==> config.mk <==
export PLATFORM = sky130hd
export DESIGN_NAME = a5_keystream_ctrl
export DESIGN_NICKNAME = d
export VERILOG_FILES = /design/src/rtl/a5_keystream_ctrl.sv
export SDC_FILE = /design/constraint.sdc
export NUM_CORES = 1
export LEC_CHECK = 0
export ABC_AREA = 0
export CORE_MARGIN = 3
export CORE_UTILIZATION = 45
export DETAILED_ROUTE_END_ITERATION = 10
export PLACE_DENSITY = 0.71
export SLEW_MARGIN = 10
export SYNTH_ARGS = -nofsm -noshare
export SYNTH_HDL_FRONTEND = slang
export SYNTH_SLANG_ARGS = --single-unit
==> constraint.sdc <==
create_clock -name clk -period 3.1 [get_ports clk]
set_clock_uncertainty 0.2 [all_clocks]
set_input_delay 0.31 -clock clk [delete_from_list [all_inputs] [get_ports clk]]
set_output_delay 0.31 -clock clk [all_outputs]
set_load 0.01 [all_outputs]
==> src/rtl/a5_keystream_ctrl.sv <==
// Sequencer for the A5/1-style X/Y/Z keystream LFSRs: clear, serial key/frame load,
// majority-clocked warm-up, then keystream bytes over valid/ready (stall freezes the LFSRs).
module a5_keystream_ctrl #(
  parameter int KEY_W     = 64,
  parameter int FRAME_W   = 22,
  parameter int WARMUP    = 100,
  parameter int NUM_BYTES = 16384
) (
  input  logic               clk,
  input  logic               reset_n,
  input  logic               start,
  input  logic [KEY_W-1:0]   key,
  input  logic [FRAME_W-1:0] frame,
  input  logic               x_clk_bit,
  input  logic               y_clk_bit,
  input  logic               z_clk_bit,
  input  logic               x_msb,
  input  logic               y_msb,
  input  logic               z_msb,
  output logic               lfsr_clr,
  output logic               shift_bit,
  output logic               trig_x,
  output logic               trig_y,
  output logic               trig_z,
  output logic [7:0]         ks_byte,
  output logic               ks_valid,
  input  logic               ks_ready,
  output logic               busy,
  output logic               done
);

  localparam int BW = $clog2(NUM_BYTES + 1);

  typedef enum logic [2:0] {IDLE, CLR, KEY, FRAME, WARM, GEN, DONE} state_t;

  state_t             state, state_n;
  logic [6:0]         phase;
  logic [2:0]         bit_cnt;
  logic [BW-1:0]      byte_cnt;
  logic [6:0]         sr;
  logic [KEY_W-1:0]   key_sr;
  logic [FRAME_W-1:0] frame_sr;

  logic maj, stall, xfer, last_xfer, gen_step, capture, byte_done, ks_bit;

  assign maj       = (x_clk_bit & y_clk_bit) | (x_clk_bit & z_clk_bit) | (y_clk_bit & z_clk_bit);
  assign stall     = ks_valid & ~ks_ready;
  assign xfer      = ks_valid & ks_ready;
  assign last_xfer = xfer && (byte_cnt == BW'(NUM_BYTES - 1));
  assign gen_step  = (state == GEN) && !stall && !last_xfer;
  // The first GEN step has no completed step to sample from yet.
  assign capture   = gen_step && (phase != 7'd0);
  assign byte_done = capture && (bit_cnt == 3'd7);
  assign ks_bit    = x_msb ^ y_msb ^ z_msb;

  always_comb begin
    state_n   = state;
    shift_bit = 1'b0;
    trig_x    = 1'b0;
    trig_y    = 1'b0;
    trig_z    = 1'b0;
    case (state)
      IDLE:  if (start) state_n = CLR;
      CLR:   state_n = KEY;
      KEY: begin
        {trig_x, trig_y, trig_z} = 3'b111;
        shift_bit = key_sr[0];
        if (phase == 7'(KEY_W - 1)) state_n = FRAME;
      end
      FRAME: begin
        {trig_x, trig_y, trig_z} = 3'b111;
        shift_bit = frame_sr[0];
        if (phase == 7'(FRAME_W - 1)) state_n = WARM;
      end
      WARM: begin
        trig_x = (x_clk_bit == maj);
        trig_y = (y_clk_bit == maj);
        trig_z = (z_clk_bit == maj);
        if (phase == 7'(WARMUP - 1)) state_n = GEN;
      end
      GEN: begin
        if (gen_step) begin
          trig_x = (x_clk_bit == maj);
          trig_y = (y_clk_bit == maj);
          trig_z = (z_clk_bit == maj);
        end
        if (last_xfer) state_n = DONE;
      end
      DONE:    state_n = IDLE;
      default: state_n = IDLE;
    endcase
  end

  always_ff @(posedge clk or negedge reset_n) begin
    if (!reset_n) begin
      state    <= IDLE;
      phase    <= '0;
      bit_cnt  <= '0;
      byte_cnt <= '0;
      sr       <= '0;
      key_sr   <= '0;
      frame_sr <= '0;
      lfsr_clr <= 1'b0;
      ks_byte  <= 8'h00;
      ks_valid <= 1'b0;
      busy     <= 1'b0;
      done     <= 1'b0;
    end else begin
      state    <= state_n;
      lfsr_clr <= (state_n == CLR);
      done     <= (state_n == DONE);

      if (state == IDLE && start) begin
        busy     <= 1'b1;
        key_sr   <= key;
        frame_sr <= frame;
      end else if (state_n == DONE) begin
        busy <= 1'b0;
      end

      if (state_n != state) phase <= '0;
      else if (state == KEY || state == FRAME || state == WARM) phase <= phase + 7'd1;
      else if (gen_step) phase <= 7'd1;

      // Load bits are consumed LSB first by shifting the working copies.
      if (state == KEY)   key_sr   <= key_sr >> 1;
      if (state == FRAME) frame_sr <= frame_sr >> 1;

      if (state == CLR) begin
        bit_cnt  <= '0;
        byte_cnt <= '0;
      end

      if (capture) begin
        sr      <= {sr[5:0], ks_bit};
        bit_cnt <= bit_cnt + 3'd1;
      end

      if (byte_done) begin
        ks_byte  <= {sr, ks_bit};
        ks_valid <= 1'b1;
      end else if (xfer) begin
        ks_valid <= 1'b0;
      end

      if (xfer) byte_cnt <= byte_cnt + BW'(1);
    end
  end

endmodule

Word level (Yosys, flattened, before mapping)

Index checks and enable logic that the tools add are counted.

$add $sub $neg: 3
Eq/ne operators: 16
Mux-type cells: 28
Bitwise gates (word level): 10
Reductions and logical operators: 20

Operators by type and width:

| kind                    | count |
|---|---|
| $mux W64                | 2 |
| $mux W22                | 2 |
| $mux W15                | 2 |
| $mux W3                 | 7 |
| $mux W7                 | 3 |
| $pmux W3 S6             | 1 |
| $add A15 B1 Y15 const B | 1 |
| $eq A15 B14 Y1 const B  | 1 |
| $eq A3 B3 Y1 const B    | 4 |
| $reduce_bool A2 Y1      | 6 |
| $pmux W1 S3             | 3 |
| $add A7 B1 Y7 const B   | 1 |
| $eq A7 B5 Y1 const B    | 1 |
| $eq A7 B6 Y1 const B    | 1 |
| $eq A7 B7 Y1 const B    | 1 |
| $mux W1                 | 7 |
| $reduce_bool A7 Y1      | 1 |
| $eq A3 B1 Y1 const B    | 2 |
| $eq A3 B2 Y1 const B    | 2 |
| $logic_and A1 B1 Y1     | 6 |
| $and A1 B1 Y1           | 5 |
| $add A3 B1 Y3 const B   | 1 |
| $eq A1 B1 Y1            | 3 |
| $logic_not A3 Y1        | 1 |
| other kinds (9)         | 13 |

Register bits after elaboration: 133
Bits of input ports: 96
Output and inout bits: 16
Logic and storage cells: 89

Logic depth before layout (Yosys ltp)

Gate-level depths: netlist (run 1).

Depth in word-level cells: 8
Mapped depth: 8

Least setup slack after synthesis (run 1)

OpenSTA, ideal clock, no wires.

Path type: reg2reg
Start: register byte_cnt[0]
End: register busy
Data arrival time: 2.129 ns
Data required time: 2.775 ns
Setup slack: 0.646 ns
Stages on the path, launching flop included: 8
Buffers on the path: 1
Path through: dfrtp_1 > ha_1 > nand4_2 > or4_4 > buf_6 > a221o_1 > nor4b_4 > nor2_1

Cells in the longest elaborated chain, start to end: 6

RTL lines:

| element                      | line | source |
|---|---|---|
| from (decl)                  | 39   | `logic [BW-1:0] byte_cnt;` |
| from (signal assigned)       | 146  | `if (xfer) byte_cnt <= byte_cnt + BW'(1);` |
| $eq A15 B14 Y1               | 49   | `assign last_xfer = xfer && (byte_cnt == BW'(NUM_BYTES - 1));` |
| $logic_and A1 B1 Y1          | 49   |  |
| $mux W3                      | 87   | `if (last_xfer) state_n = DONE;` |
| $pmux W3 S6                  | 62   | `case (state)` |
| $eq A3 B3 Y1                 | 117  | `end else if (state_n == DONE) begin` |
| $reduce_bool A2 Y1 (no line) | --   |  |
| to (signal assigned)         | 106  | `busy <= 1'b0;` |
| to (signal assigned)         | 114  | `busy <= 1'b1;` |
| to (signal assigned)         | 118  | `busy <= 1'b0;` |
| to (decl)                    | 28   | `output logic busy,` |

Every way passes these cells.
A chain may end at the register's enable or synchronous reset.

Worst setup path after layout (run 1)

Start: register state[1]
End: output trig_z

Cells in the longest elaborated chain, start to end: 5
Elaborated cells on any way between the ends: 9
Classes of those cells: eq/ne (4); mux (2); reduce/logical (3)

RTL lines:

| element                           | line   | source |
|---|---|---|
| from (decl)                       | 36     | `state_t state, state_n;` |
| from (signal assigned)            | 109    | `state <= state_n;` |
| $eq A3 B3 Y1                      | 50, 62 |  |
| $logic_and A1 B1 Y1 (2 in series) | 50     | `assign gen_step = (state == GEN) && !stall && !last_xfer;` |
| $mux W1                           | 82     | `if (gen_step) begin` |
| $pmux W1 S3 *                     | 62     |  |
| to (decl)                         | 24     | `output logic trig_z,` |

Every way passes the cells marked *; elsewhere a longest branch is shown, timed or not.

==> metrics.sh, run 1 <==
FLIP_FLOP_CELL_WITH_THE_HIGHEST_COUNT_AFTER_SYNTHESIS='sky130_fd_sc_hd__dfrtp_1'
TOTALPOWERFINAL_W=0.00418
LEADING_CELL_TYPES_IN_THE_LAYOUT_FILL_AND_TAPS_EXCLUDED='168 x sky130_fd_sc_hd__nor2_1, 130 x sky130_fd_sc_hd__dfrtp_1, 109 x sky130_fd_sc_hd__clkdlybuf4s50_1, 64 x sky130_fd_sc_hd__nand2_1, 63 x sky130_fd_sc_hd__o22ai_1'
REMAINING_DRC_ERRORS=0
LAYOUT.CELLS.MOST_COMMON='sky130_fd_sc_hd__nor2_1'
FIN_CRIT_SH=0.967
FP.DIEW_UM=122
VIA_COUNT_OF_THE_FIRST_GLOBAL_ROUTING_PASS=5146
POST_SYNTH_NUM_CELL_TYPES=51
SETUP.WORST_PATH.START_CLASS='register'
TIMING.FINAL.SETUP_VIOLATIONS=0
ANTENNA_FOUND_INITIAL=0
WORSTMARGINPINSLEW_NS=0.677
SYNTH.LARGEST_AREA_CELL='sky130_fd_sc_hd__dfrtp_1'
ROUTE.DETAILED.WL_PER_INST_UM=15.7
WORST_ENDPOINT_DATA_ARRIVAL_TIME_NS=2.49
PLACE_CONGESTION=0.857
SYN_AREA_PER_CELL_UM2=9.32
DIEAREA_MM2=0.0150
TIMING_HOLD_VIOLATIONS_FINAL=0
CTS_INSERTED_BUFFERS=17
POST_PLACEMENT_CELL_AREA_MM2=0.00740
CTS.HTREE.LEVELS=4
SETUP_WS_NS=0.101
RSZ0062_AT_GRT='true'
FINALINSTANCEAREA_MM2=0.00809
INTPOWER_W=0.00339
FINAL_NETS=866
P_CLK_FRAC=0.540
ROWS=41
DETAILEDROUTE.FIRSTPASSITERATIONCOUNT=6
DRT_FIRST_ITER_VIOLATIONS=492
RR_ENDPOINT='phase[6]'
YOSYSWARNINGS=0
TRITONCTS_CLOCK_TREE='yes'
OUTCOME='completed'
AREA_GROWTH_SYN_TO_LAYOUT_PCT=32.7
CP.REQUIRED_NS=2.59
R2R-START='state[1]'
GLOBAL_ROUTE.OVERFLOW_TOTAL=0
TOTALWIRELENGTH_UM=14800
SYNTH_EDF_COUNT=0
CRIT_PATH_MAX_CELL_DELAY_NS=0.56
MIN_PATH_TYPE='in -> async'
TOTAL_SWITCHING_POWER_W=0.000790
FMAXACHIEVABLE_MHz=333
PRE_CTS_SLACK_NS=0.158
CRITICAL_PATH.ENDPOINT='trig_z'
NUMBER_OF_VIAS_AFTER_DETAILED_ROUTING=5259
POWER.DENSITY_CELL_AREA_mW_PER_MM2=517
SKEW_PAIR_LATE_INSERTION_DELAY_NS=0.42
POSTSYNTH.ASYNCRESETSHARE=1.00
FLOORPLAN.IO_PINS=112
TIMING.REG2REG.SETUP_SLACK_NS=0.56
IR_DROP_V=0.000654
CRIT_PATH_END_KIND='primary output'
NETLIST_INSTANCES=654
CORE_AREA_MM2=0.0129
TIMING.MAX_CAP.VIOLATIONS=0
WORST_CASE_HEADROOM_TO_THE_MAX_SLEW_LIMIT=0.548
CRITICAL_PATH.SLOWEST_CELL='sky130_fd_sc_hd__clkdlybuf4s50_1'
TIMING.FINAL.CRIT_PERIOD_NS=3.00
SYNTH_SEQ_AREA_SHARE=0.546
CLK_TRANSITION_REPORTED_PATHS_NS=0.06
CRIT_PATH_MAX_FANOUT=10
CTS.ROOT.BUFFER_CELL='sky130_fd_sc_hd__clkbuf_16'
LAYOUT.CORE_UTILIZATION=0.626
ANTENNA-DIODE-COUNT=0
NUMPORTBUFFERS=111
CTS.PATH.MAX_BUFFERS=2
INITIAL_UTILIZATION=0.472
SHARE_COMB_OF_TOTAL_POWER=0.045
SYNTH.FF_LATCH_COUNT=133
DRIVE_GT1_FRAC=0.105
PART_OF_THE_TOTAL_POWER_DISSIPATED_IN_SEQUENTIAL_ELEMENTS=0.416
SLEW_VIOL_FINAL=0
POSTSYNTHNETCOUNT=759
GRT_START_MAX_NET_PINS=67
HPWLAFTERDP_UM=9930
DIE_Y_UM=122
SETUP_TNS_AFTER_FINAL_LAYOUT_NS=0
POSTROUTEANTENNANETS=0
CP_CELL_SEQUENCE='ha_1 > a21o_1 > a21oi_1 > buf_4 > nor3_1 > clkdlybuf4s50_1'
RR_WORST_DEPTH=5
SYNTHDOMINANTCELLAREASHARE=0.546
LEAKAGE_nW=3.77
WORST_SETUP_PATH_STARTPOINT='state[1]'
CRITICAL_PATH_CLASS='reg -> out'
SYNTH.CELL_AREA_MM2=0.00610
NETSWITCHINGFRACTION=0.189
GRTUSAGETOTAL=0.207
VIASPERCELL=5.56
GRT_FIRST_PASS_WIRELENGTH_UM=24600
YOSYS-TOP-CELLS-AREA='sky130_fd_sc_hd__dfrtp_1 55%, sky130_fd_sc_hd__nor2_1 10%, sky130_fd_sc_hd__o22ai_1 6.5%'
COUNT_OF_CLOCK_TREE_SINKS=133
registers in the layout, indices dropped and copies added (netlist names):
name      count
bit_cnt       3
busy          1
byte_cnt     15
done          1
frame_sr     22
key_sr       64
ks_byte       8
ks_valid      1
lfsr_clr      1
phase         7
sr            7
state         3
synth_stat cells (3+ instances only):
| library cell | count |
|---|---|
| sky130_fd_sc_hd__nor2_1 | 168 |
| sky130_fd_sc_hd__dfrtp_1 | 133 |
| sky130_fd_sc_hd__nand2_1 | 65 |
| sky130_fd_sc_hd__o22ai_1 | 63 |
| sky130_fd_sc_hd__clkbuf_1 | 31 |
| sky130_fd_sc_hd__a31oi_1 | 25 |
| sky130_fd_sc_hd__nand3_1 | 22 |
| sky130_fd_sc_hd__o21ai_0 | 17 |
| sky130_fd_sc_hd__mux2_2 | 16 |
| sky130_fd_sc_hd__a21oi_1 | 13 |
| sky130_fd_sc_hd__nor3_1 | 10 |
| sky130_fd_sc_hd__ha_1 | 9 |
| sky130_fd_sc_hd__inv_1 | 9 |
| sky130_fd_sc_hd__nand4_1 | 7 |
| sky130_fd_sc_hd__o31ai_1 | 6 |
| sky130_fd_sc_hd__o211ai_1 | 5 |
| sky130_fd_sc_hd__a21o_1 | 3 |
| sky130_fd_sc_hd__and2_1 | 3 |
| sky130_fd_sc_hd__buf_1 | 3 |
| sky130_fd_sc_hd__buf_2 | 3 |
| sky130_fd_sc_hd__nand2b_1 | 3 |
| sky130_fd_sc_hd__nand3b_1 | 3 |
| sky130_fd_sc_hd__nor3b_1 | 3 |
cell type report:
cell class	count	area (um^2)
clock buffers	24	502
clock inverters	8	168
fillers	1106	4830
inverters	10	37.5
multi-input cells	472	2600
flip-flops and latches	133	3330
well taps	172	215
repair buffers	127	1240
how the worst min path moves through the flow:
stage                              to  cells past startpoint
after floorplan            bit_cnt[0]                      0
after global placement    frame_sr[8]                      1
after detailed placement  frame_sr[6]                      1
after CTS                 frame_sr[6]                      2
after global routing       key_sr[63]                      3
final                     frame_sr[6]                      2
cell families after synthesis:
group,after synthesis,share of synthesized area
AOI/OAI and AO/OA,140,0.147
xor gates and xnor gates,3,0.00431
buffers and inverters,49,0.0322
muxes,17,0.0312
DFF,133,0.546
and+or+nand+nor,303,0.221
adders and majority gates,9,0.0185
critical path, delay by kind of cell, from the launching register on:
kind            cells  cell delay [ns]
buf+inv             2             0.72
flops               1             0.54
fa+ha+maj           1             0.36
compound gates      2             0.28
simple gates        1             0.16
metrics by stage:
stage | instances | hold slack, ns
after floorplan | 654 | -0.186
after global placement | 912 | 0.118
after detailed placement | 912 | 0.120
after CTS | 946 | 0.208
after global routing | 946 | 0.233
final | 946 | 0.208
layer usage:
metal	GRT usage	wire length [um]	vias to the layer above
met3	0.0631	846	29
met5	0	0	-
met1	0.281	6740	2557
met4	0.0742	277	0
li1	-	-	2519
met2	0.315	6980	154
timing repair:
action	CTS	global route
setup endpoints to repair	3	3
hold buffers	1	0
endpoints found under the hold margin	38	0
resized for setup	2	4
pin swaps	1	0
setup buffers	1	0
power by group through the flow:
| stage | clock network (W) | logic [W] | registers (W) |
|---|---|---|---|
| 5_1_grt | 0.00237 | 0.000202 | 0.00174 |
| 3_3_place_gp | 0 | 0.000189 | 0.00177 |
| 2_1_floorplan | 0 | 0.0000145 | 0.00177 |
| 3_5_place_dp | 0 | 0.000188 | 0.00177 |
| 4_1_cts | 0.00230 | 0.000191 | 0.00174 |
| 6_report | 0.00226 | 0.000188 | 0.00174 |
No activity file was read; power rests on OpenSTA's default activity.
==> run 2: changes to the inputs <==
Settings changed: CELL_PAD_IN_SITES_DETAIL_PLACEMENT from default to 2, CELL_PAD_IN_SITES_GLOBAL_PLACEMENT from default to 2, CORE_UTILIZATION 45 to 32, PLACE_DENSITY 0.71 to 0.81.
==> run 2 against run 1 <==
  * Die area up 38%
  * Critical path depth down 1
  * Highest routed layer unchanged
  * Critical path type unchanged
  * Sequential power about the same
  * Critical endpoint is now shift_bit
  * Register-to-register slack worse by 0.13 ns
  * Combinational power up 2%
  * Setup slack about the same
  * Hold slack better by 0.038 ns
  * Via count up 4.0%
  * First-iteration DRC count down 63%
  * Design area up 0.60%
  * Core utilization down 18 points
==> metrics.sh, run 2 (same netlist as run 1, synthesis figures left out) <==
FINALINSTANCEAREA_MM2=0.00814  # +0.60%
POSTROUTEANTENNANETS=0  # unchanged
TIMING.REG2REG.SETUP_SLACK_NS=0.43  # -0.13 ns
CTS.PATH.MAX_BUFFERS=2  # unchanged
PLACE_CONGESTION=0.817  # -4.7%
DRT_FIRST_ITER_VIOLATIONS=183  # -63%
VIA_COUNT_OF_THE_FIRST_GLOBAL_ROUTING_PASS=6282  # +22%
FIN_CRIT_SH=0.967  # about the same
TOTALWIRELENGTH_UM=20000  # +35%
ROWS=49  # +20%
WORSTMARGINPINSLEW_NS=0.829  # +0.152 ns
CLK_TRANSITION_REPORTED_PATHS_NS=0.06  # about the same
FP.DIEW_UM=144  # +18%
TRITONCTS_CLOCK_TREE='yes'
IR_DROP_V=0.000377  # -42%
LAYOUT.CELLS.MOST_COMMON='sky130_fd_sc_hd__nor2_1'
DETAILEDROUTE.FIRSTPASSITERATIONCOUNT=4  # -2
NUMBER_OF_VIAS_AFTER_DETAILED_ROUTING=5470  # +4.0%
LEAKAGE_nW=3.74  # -0.63%
LARGEST-REGISTER='key_sr'
CTS.HTREE.LEVELS=4  # unchanged
AREA_GROWTH_SYN_TO_LAYOUT_PCT=33.5
SKEW_PAIR_LATE_INSERTION_DELAY_NS=0.42  # about the same
FLOORPLAN.IO_PINS=112  # unchanged
INITIAL_UTILIZATION=0.333  # -0.139
OUTCOME='completed'
RSZ0062_AT_GRT='false'
WORST_CASE_HEADROOM_TO_THE_MAX_SLEW_LIMIT=0.447  # -0.101
HOLD_PATH_DEPTH=3
CTS_INSERTED_BUFFERS=17  # unchanged
GRT_FIRST_PASS_WIRELENGTH_UM=32700  # +33%
CRIT_PATH_MAX_FANOUT=14  # +4
ROUTE.DETAILED.WL_PER_INST_UM=19.9  # +27%
GRT_START_MAX_NET_PINS=83  # +24%
TIMING.FINAL.SETUP_VIOLATIONS=0  # unchanged
DRIVE_GT1_FRAC=0.117  # +0.0123
CORE_AREA_MM2=0.0183  # +42%
SETUP_WS_NS=0.101  # -0.000178 ns
ANTENNA_FOUND_INITIAL=0  # unchanged
DIEAREA_MM2=0.0208  # +38%
ANTENNA-DIODE-COUNT=0  # unchanged
LEADING_CELL_TYPES_IN_THE_LAYOUT_FILL_AND_TAPS_EXCLUDED='168 x sky130_fd_sc_hd__nor2_1, 129 x sky130_fd_sc_hd__dfrtp_1, 108 x sky130_fd_sc_hd__clkdlybuf4s50_1, 64 x sky130_fd_sc_hd__nand2_1, 63 x sky130_fd_sc_hd__o22ai_1'
POWER.DENSITY_CELL_AREA_mW_PER_MM2=481  # -6.8%
SETUP_TNS_AFTER_FINAL_LAYOUT_NS=0  # unchanged
TIMING.MAX_CAP.VIOLATIONS=0  # unchanged
SLEW_VIOL_FINAL=0  # unchanged
LAYOUT.CORE_UTILIZATION=0.444  # -0.182
SETUP.WORST_PATH.START_CLASS='register'
REMAINING_DRC_ERRORS=0  # unchanged
HPWLAFTERDP_UM=12900  # +30%
GLOBAL_ROUTE.OVERFLOW_TOTAL=0  # unchanged
CTS.ROOT.BUFFER_CELL='sky130_fd_sc_hd__clkbuf_16'
FINAL_NETS=870  # +0.46%
FMAXACHIEVABLE_MHz=333  # about the same
CP.REQUIRED_NS=2.59  # about the same
MIN_PATH_TYPE='in -> reg'
PRE_CTS_SLACK_NS=0.111  # -0.0473 ns
VIASPERCELL=5.43  # -2.3%
LARGEST_REGISTER_FF_COUNT=64  # unchanged
CRITICAL_PATH_CLASS='reg -> out'
GRTUSAGETOTAL=0.199  # -0.00778
DIE_Y_UM=144  # +18%
CRIT_PATH_END_KIND='primary output'
TIMING_HOLD_VIOLATIONS_FINAL=0  # unchanged
COUNT_OF_CLOCK_TREE_SINKS=133  # unchanged
NUMPORTBUFFERS=111  # unchanged
TIMING.FINAL.CRIT_PERIOD_NS=3.00  # +0.000178 ns
RR_WORST_DEPTH=6  # +1
POST_PLACEMENT_CELL_AREA_MM2=0.00751  # +1.5%
LARGESTREGISTERS='key_sr: 64 flops, frame_sr: 22 flops, byte_cnt: 15 flops'
WORST_ENDPOINT_DATA_ARRIVAL_TIME_NS=2.49  # about the same
run 2: changes by cell type in the layout (fill, tap and decap cells not counted), moves of 2 or more:
cell / delta
sky130_fd_sc_hd__buf_4: +2
sky130_fd_sc_hd__bufinv_16: -4
sky130_fd_sc_hd__clkbuf_1: -2
sky130_fd_sc_hd__clkbuf_8: -5
sky130_fd_sc_hd__clkinv_4: +2
sky130_fd_sc_hd__clkinvlp_4: +2
sky130_fd_sc_hd__dlymetal6s2s_1: +2
sky130_fd_sc_hd__inv_6: +6
run 2: where the power goes:
part	switching, W	leakage (nW)	internal [W]
sequential	0	1.83	0.00174
combinational	0.0000697	1.64	0.000122
clock	0.000870	0.273	0.00112
total	0.000939	3.74	0.00298
run 2: cell type report:
class                      instances  area [um^2]
fill                            1935        10200
multi-input combinational        472         2620
clock buffer                      17          425
tap                              229          287
timing repair buffer             131         1290
clock inverter                    15          144
sequential                       133         3330
inverter                          10         37.5
run 2: through the flow:
stage	hold slack, ns	std cells	power, W
floorplan	-0.186	654	0.00178
global placement	0.216	972	0.00196
detailed placement	0.235	972	0.00196
CTS	0.232	1006	0.00398
global route	0.250	1007	0.00407
finish	0.246	1007	0.00392
run 2: worst max-delay path, cell delays in order, from the launching register on:
cell	delay [ns]
sky130_fd_sc_hd__dfrtp_1	0.41
sky130_fd_sc_hd__buf_4	0.21
sky130_fd_sc_hd__or3b_2	0.51
sky130_fd_sc_hd__o21ai_0	0.18
sky130_fd_sc_hd__and2_1	0.15
sky130_fd_sc_hd__clkdlybuf4s50_1	0.59
run 2: final timing paths:
path | start | to
max in group asynchronous | reset_n | key_sr[60]
setup reg to reg | state[2] | phase[6]
min in group asynchronous | reset_n | frame_sr[8]
hold / removal | frame[15] | frame_sr[15]
hold reg to reg | key_sr[17] | key_sr[17]
setup / recovery | state[2] | shift_bit
run 2: timing repair:
item	in CTS	in global routing
hold buffers	1	0
resized for setup	3	9
setup endpoints to repair	3	3
setup buffers	1	1
pin swaps	2	0
hold endpoints to repair	80	0
run 2: metal layers:
| metal | vias up | track usage | share of wire |
|---|---|---|---|
| met5 | - | 0 | 0 |
| met4 | 0 | 0.0451 | 0.0091 |
| met3 | 11 | 0.0536 | 0.042 |
| li1 | 2536 | - | - |
| met2 | 106 | 0.351 | 0.51 |
| met1 | 2817 | 0.245 | 0.44 |
==> run 3: changes to the inputs <==
--- a/config.mk
+++ b/config.mk
@@ -9,5 +9,4 @@
 export CELL_PAD_IN_SITES_DETAIL_PLACEMENT = 2
 export CELL_PAD_IN_SITES_GLOBAL_PLACEMENT = 2
-export CORE_MARGIN = 3
 export CORE_UTILIZATION = 32
 export DETAILED_ROUTE_END_ITERATION = 10
==> constraint.sdc (replaced) <==
create_clock -name clk -period 3.1 [get_ports clk]
set_clock_uncertainty 0.2 [all_clocks]
set_input_delay 0.775 -clock clk [delete_from_list [all_inputs] [get_ports clk]]
set_output_delay 0.775 -clock clk [all_outputs]
set_load 0.01 [all_outputs]
==> run 3 against run 2 <==
  * The run now ends with setup timing left
  * Combinational power fell by 2%
  * Core utilization increased by 0.50 points
  * Critical endpoint is now trig_y
  * Critical path type unchanged
  * Critical path depth up 2
  * Setup slack got worse by 0.12 ns
  * Maximum frequency shrank 4.0%
  * Via count rose by 0.59%
==> metrics.sh, run 3 (same netlist as run 1, synthesis figures left out) <==
POST_PLACEMENT_CELL_AREA_MM2=0.00763  # +1.6%
ROWS=50  # +2.0%
CTS.HTREE.LEVELS=4  # unchanged
TIMING_HOLD_VIOLATIONS_FINAL=0  # unchanged
POSTROUTEANTENNANETS=0  # unchanged
COUNT_OF_CLOCK_TREE_SINKS=133  # unchanged
CORE_AREA_MM2=0.0187  # +2.0%
FLOORPLAN.IO_PINS=112  # unchanged
SKEW_PAIR_LATE_INSERTION_DELAY_NS=0.42  # about the same
LARGESTREGISTERS='key_sr: 64 flops, frame_sr: 22 flops, byte_cnt: 15 flops'
DIEAREA_MM2=0.0196  # -5.5%
WORST_SETUP_PATH_STARTPOINT='byte_cnt[0]'
LEAKAGE_nW=3.91  # +4.4%
FIN_CRIT_SH=1.01  # +0.0402
GRT.MET2_USAGE=0.382  # +0.0316
TOTALWIRELENGTH_UM=19500  # -2.8%
IR_DROP_V=0.000351  # -7.0%
CLK_TRANSITION_REPORTED_PATHS_NS=0.07  # about the same
TIMING.REG2REG.SETUP_SLACK_NS=0.56  # +0.13 ns
GRT.BUSIEST_LAYER='met2'
GLOBALROUTEMET1UTIL=0.234  # -0.0103
CP.REQUIRED_NS=2.12  # -0.47 ns
SLEW_VIOL_FINAL=0  # unchanged
R2R-START='byte_cnt[0]'
MIN_PATH_TYPE='in -> async'
VIOLATIONS='setup timing'
GLOBAL_ROUTE.OVERFLOW_TOTAL=0  # unchanged
GRT_START_MAX_NET_PINS=67  # -19%
ANTENNA-DIODE-COUNT=0  # unchanged
SETUP_WS_NS=-0.0235  # -0.125 ns
DETAILEDROUTE.FIRSTPASSITERATIONCOUNT=6  # +2
DIE_Y_UM=140  # -2.8%
TRITONCTS_CLOCK_TREE='yes'
CRIT_PATH_END_KIND='primary output'
GLOBAL_ROUTE.USAGE.MET3=0.0479  # -0.00571
VIASPERCELL=5.31  # -2.3%
POWER.DENSITY_CELL_AREA_mW_PER_MM2=484  # +0.53%
TIMING.FINAL.SETUP_VIOLATIONS=3  # +3
SETUP.WORST_PATH.START_CLASS='register'
FINAL_NETS=895  # +2.9%
FIN_WORST_HOLD_SLACK_NS=0.0659  # -0.180 ns
RSZ0062_AT_GRT='true'
REMAINING_DRC_ERRORS=0  # unchanged
CTS.ROOT.BUFFER_CELL='sky130_fd_sc_hd__clkbuf_16'
ROUTE.DETAILED.WL_PER_INST_UM=18.8  # -5.6%
AREA_GROWTH_SYN_TO_LAYOUT_PCT=37.8
OUTCOME='finished with violations'
TIMING.FINAL.CRIT_PERIOD_NS=3.12  # +0.125 ns
HPWLAFTERDP_UM=12700  # -1.6%
PRE_CTS_SLACK_NS=-0.735  # -0.846 ns
RR_WORST_DEPTH=7  # +1
CRITICAL_PATH.ENDPOINT='trig_y'
CTS_INSERTED_BUFFERS=17  # unchanged
GRTUSAGETOTAL=0.208  # +0.00866
TIMING.MAX_CAP.VIOLATIONS=0  # unchanged
CTS.PATH.MAX_BUFFERS=2  # unchanged
PLACE_CONGESTION=0.818  # +0.15%
LARGEST-REGISTER='key_sr'
WORST_CASE_HEADROOM_TO_THE_MAX_SLEW_LIMIT=0.522  # +0.0749
LAYOUT.CELLS.MOST_COMMON='sky130_fd_sc_hd__nor2_1'
CRITICAL_PATH_CLASS='reg -> out'
LEADING_CELL_TYPES_IN_THE_LAYOUT_FILL_AND_TAPS_EXCLUDED='168 x sky130_fd_sc_hd__nor2_1, 128 x sky130_fd_sc_hd__dfrtp_1, 103 x sky130_fd_sc_hd__clkdlybuf4s50_1, 64 x sky130_fd_sc_hd__nand2_1, 63 x sky130_fd_sc_hd__o22ai_1'
DRIVE_GT1_FRAC=0.153  # +0.0362
RR_ENDPOINT='busy'
DP_CELLS=989  # +1.7%
LARGEST_REGISTER_FF_COUNT=64  # unchanged
GRT_FIRST_PASS_WIRELENGTH_UM=32200  # -1.4%
WORSTMARGINPINSLEW_NS=0.717  # -0.112 ns
FINAL_CELL_COUNT_NO_FILL=1037  # +3.0%
ANTENNA_FOUND_INITIAL=0  # unchanged
CTSHOLDBUFFERS=0  # -1
WORST_ENDPOINT_DATA_ARRIVAL_TIME_NS=2.15  # -0.34 ns
VIA_COUNT_OF_THE_FIRST_GLOBAL_ROUTING_PASS=6386  # +1.7%
INITIAL_UTILIZATION=0.326  # -0.00665
DRT_FIRST_ITER_VIOLATIONS=196  # +7.1%
FMAXACHIEVABLE_MHz=320  # -4.0%
FP.DIEW_UM=140  # -2.8%
NUMBER_OF_VIAS_AFTER_DETAILED_ROUTING=5502  # +0.59%
CRIT_PATH_MAX_FANOUT=4  # -10
NUMPORTBUFFERS=111  # unchanged
FINALINSTANCEAREA_MM2=0.00840  # +3.2%
-- run 3: changes by cell type in the layout (fill, tap and decap cells not counted), sizes merged --
cell           before  now
clkinvlp            3    2
clkbuf             17   18
clkdlybuf4s50     108  103
inv                17   16
dlygate4sd3         1    0
dlymetal6s2s        2    0
buf                20   49
dlygate4sd2         0    3
bufinv              1    3
-- run 3: metrics by stage --
stage / setup TNS, ns / total power [W] / utilization
global placement: -2.14 / 0.00195 / 0.408
global route: -0.200 / 0.00421 / 0.449
floorplan: 0 / 0.00178 / -
finish: -0.0585 / 0.00407 / 0.449
CTS: -0.0505 / 0.00413 / 0.445
detailed placement: -2.84 / 0.00196 / 0.408
-- run 3: final cells by class --
class / instances / area [um^2]
Multi-Input combinational cell: 472 / 2640
Inverter: 10 / 37.5
Fill cell: 1974 / 10300
Tap cell: 234 / 293
Sequential cell: 133 / 3330
Clock inverter: 15 / 195
Timing Repair Buffer: 156 / 1480
Clock buffer: 17 / 425
-- run 3: where the power goes --
| part | switching (W) | leakage (nW) | internal, W |
|---|---|---|---|
| combinational | 0.0000697 | 1.78 | 0.000119 |
| sequential | 0 | 1.83 | 0.00174 |
| clock | 0.000853 | 0.297 | 0.00129 |
| total | 0.000923 | 3.91 | 0.00314 |
-- run 3: worst min path at each step --
stage,start,to,slack (ns),cells after the start
floorplan,bit_cnt[0],bit_cnt[0],0.27,1
global placement,key_sr[11],key_sr[11],0.28,2
detailed placement,key_sr[55],key_sr[55],0.29,2
CTS,reset_n,frame_sr[7],0.08,1
global route,reset_n,frame_sr[7],0.09,1
finish,reset_n,frame_sr[7],0.07,1
-- run 3: worst max-delay path, cell delays in order, from the launching register on --
cell                       delay [ns]
sky130_fd_sc_hd__dfrtp_1         0.40
sky130_fd_sc_hd__ha_4            0.18
sky130_fd_sc_hd__nand4_4         0.10
sky130_fd_sc_hd__or4_4           0.56
sky130_fd_sc_hd__a21oi_2         0.17
sky130_fd_sc_hd__buf_6           0.13
sky130_fd_sc_hd__nor3_1          0.05
sky130_fd_sc_hd__clkbuf_2        0.14
-- run 3: metal layers --
metal | vias to the layer above | share of wire
met5 | - | 0
met4 | 0 | 0.017
met3 | 28 | 0.032
met2 | 98 | 0.53
met1 | 2802 | 0.42
li1 | 2574 | -
-- run 3: timing repair --
item                       CTS  global route
setup buffers                6            10
resized for setup           28             7
pin swaps                    4             3
setup endpoints to repair    4             3
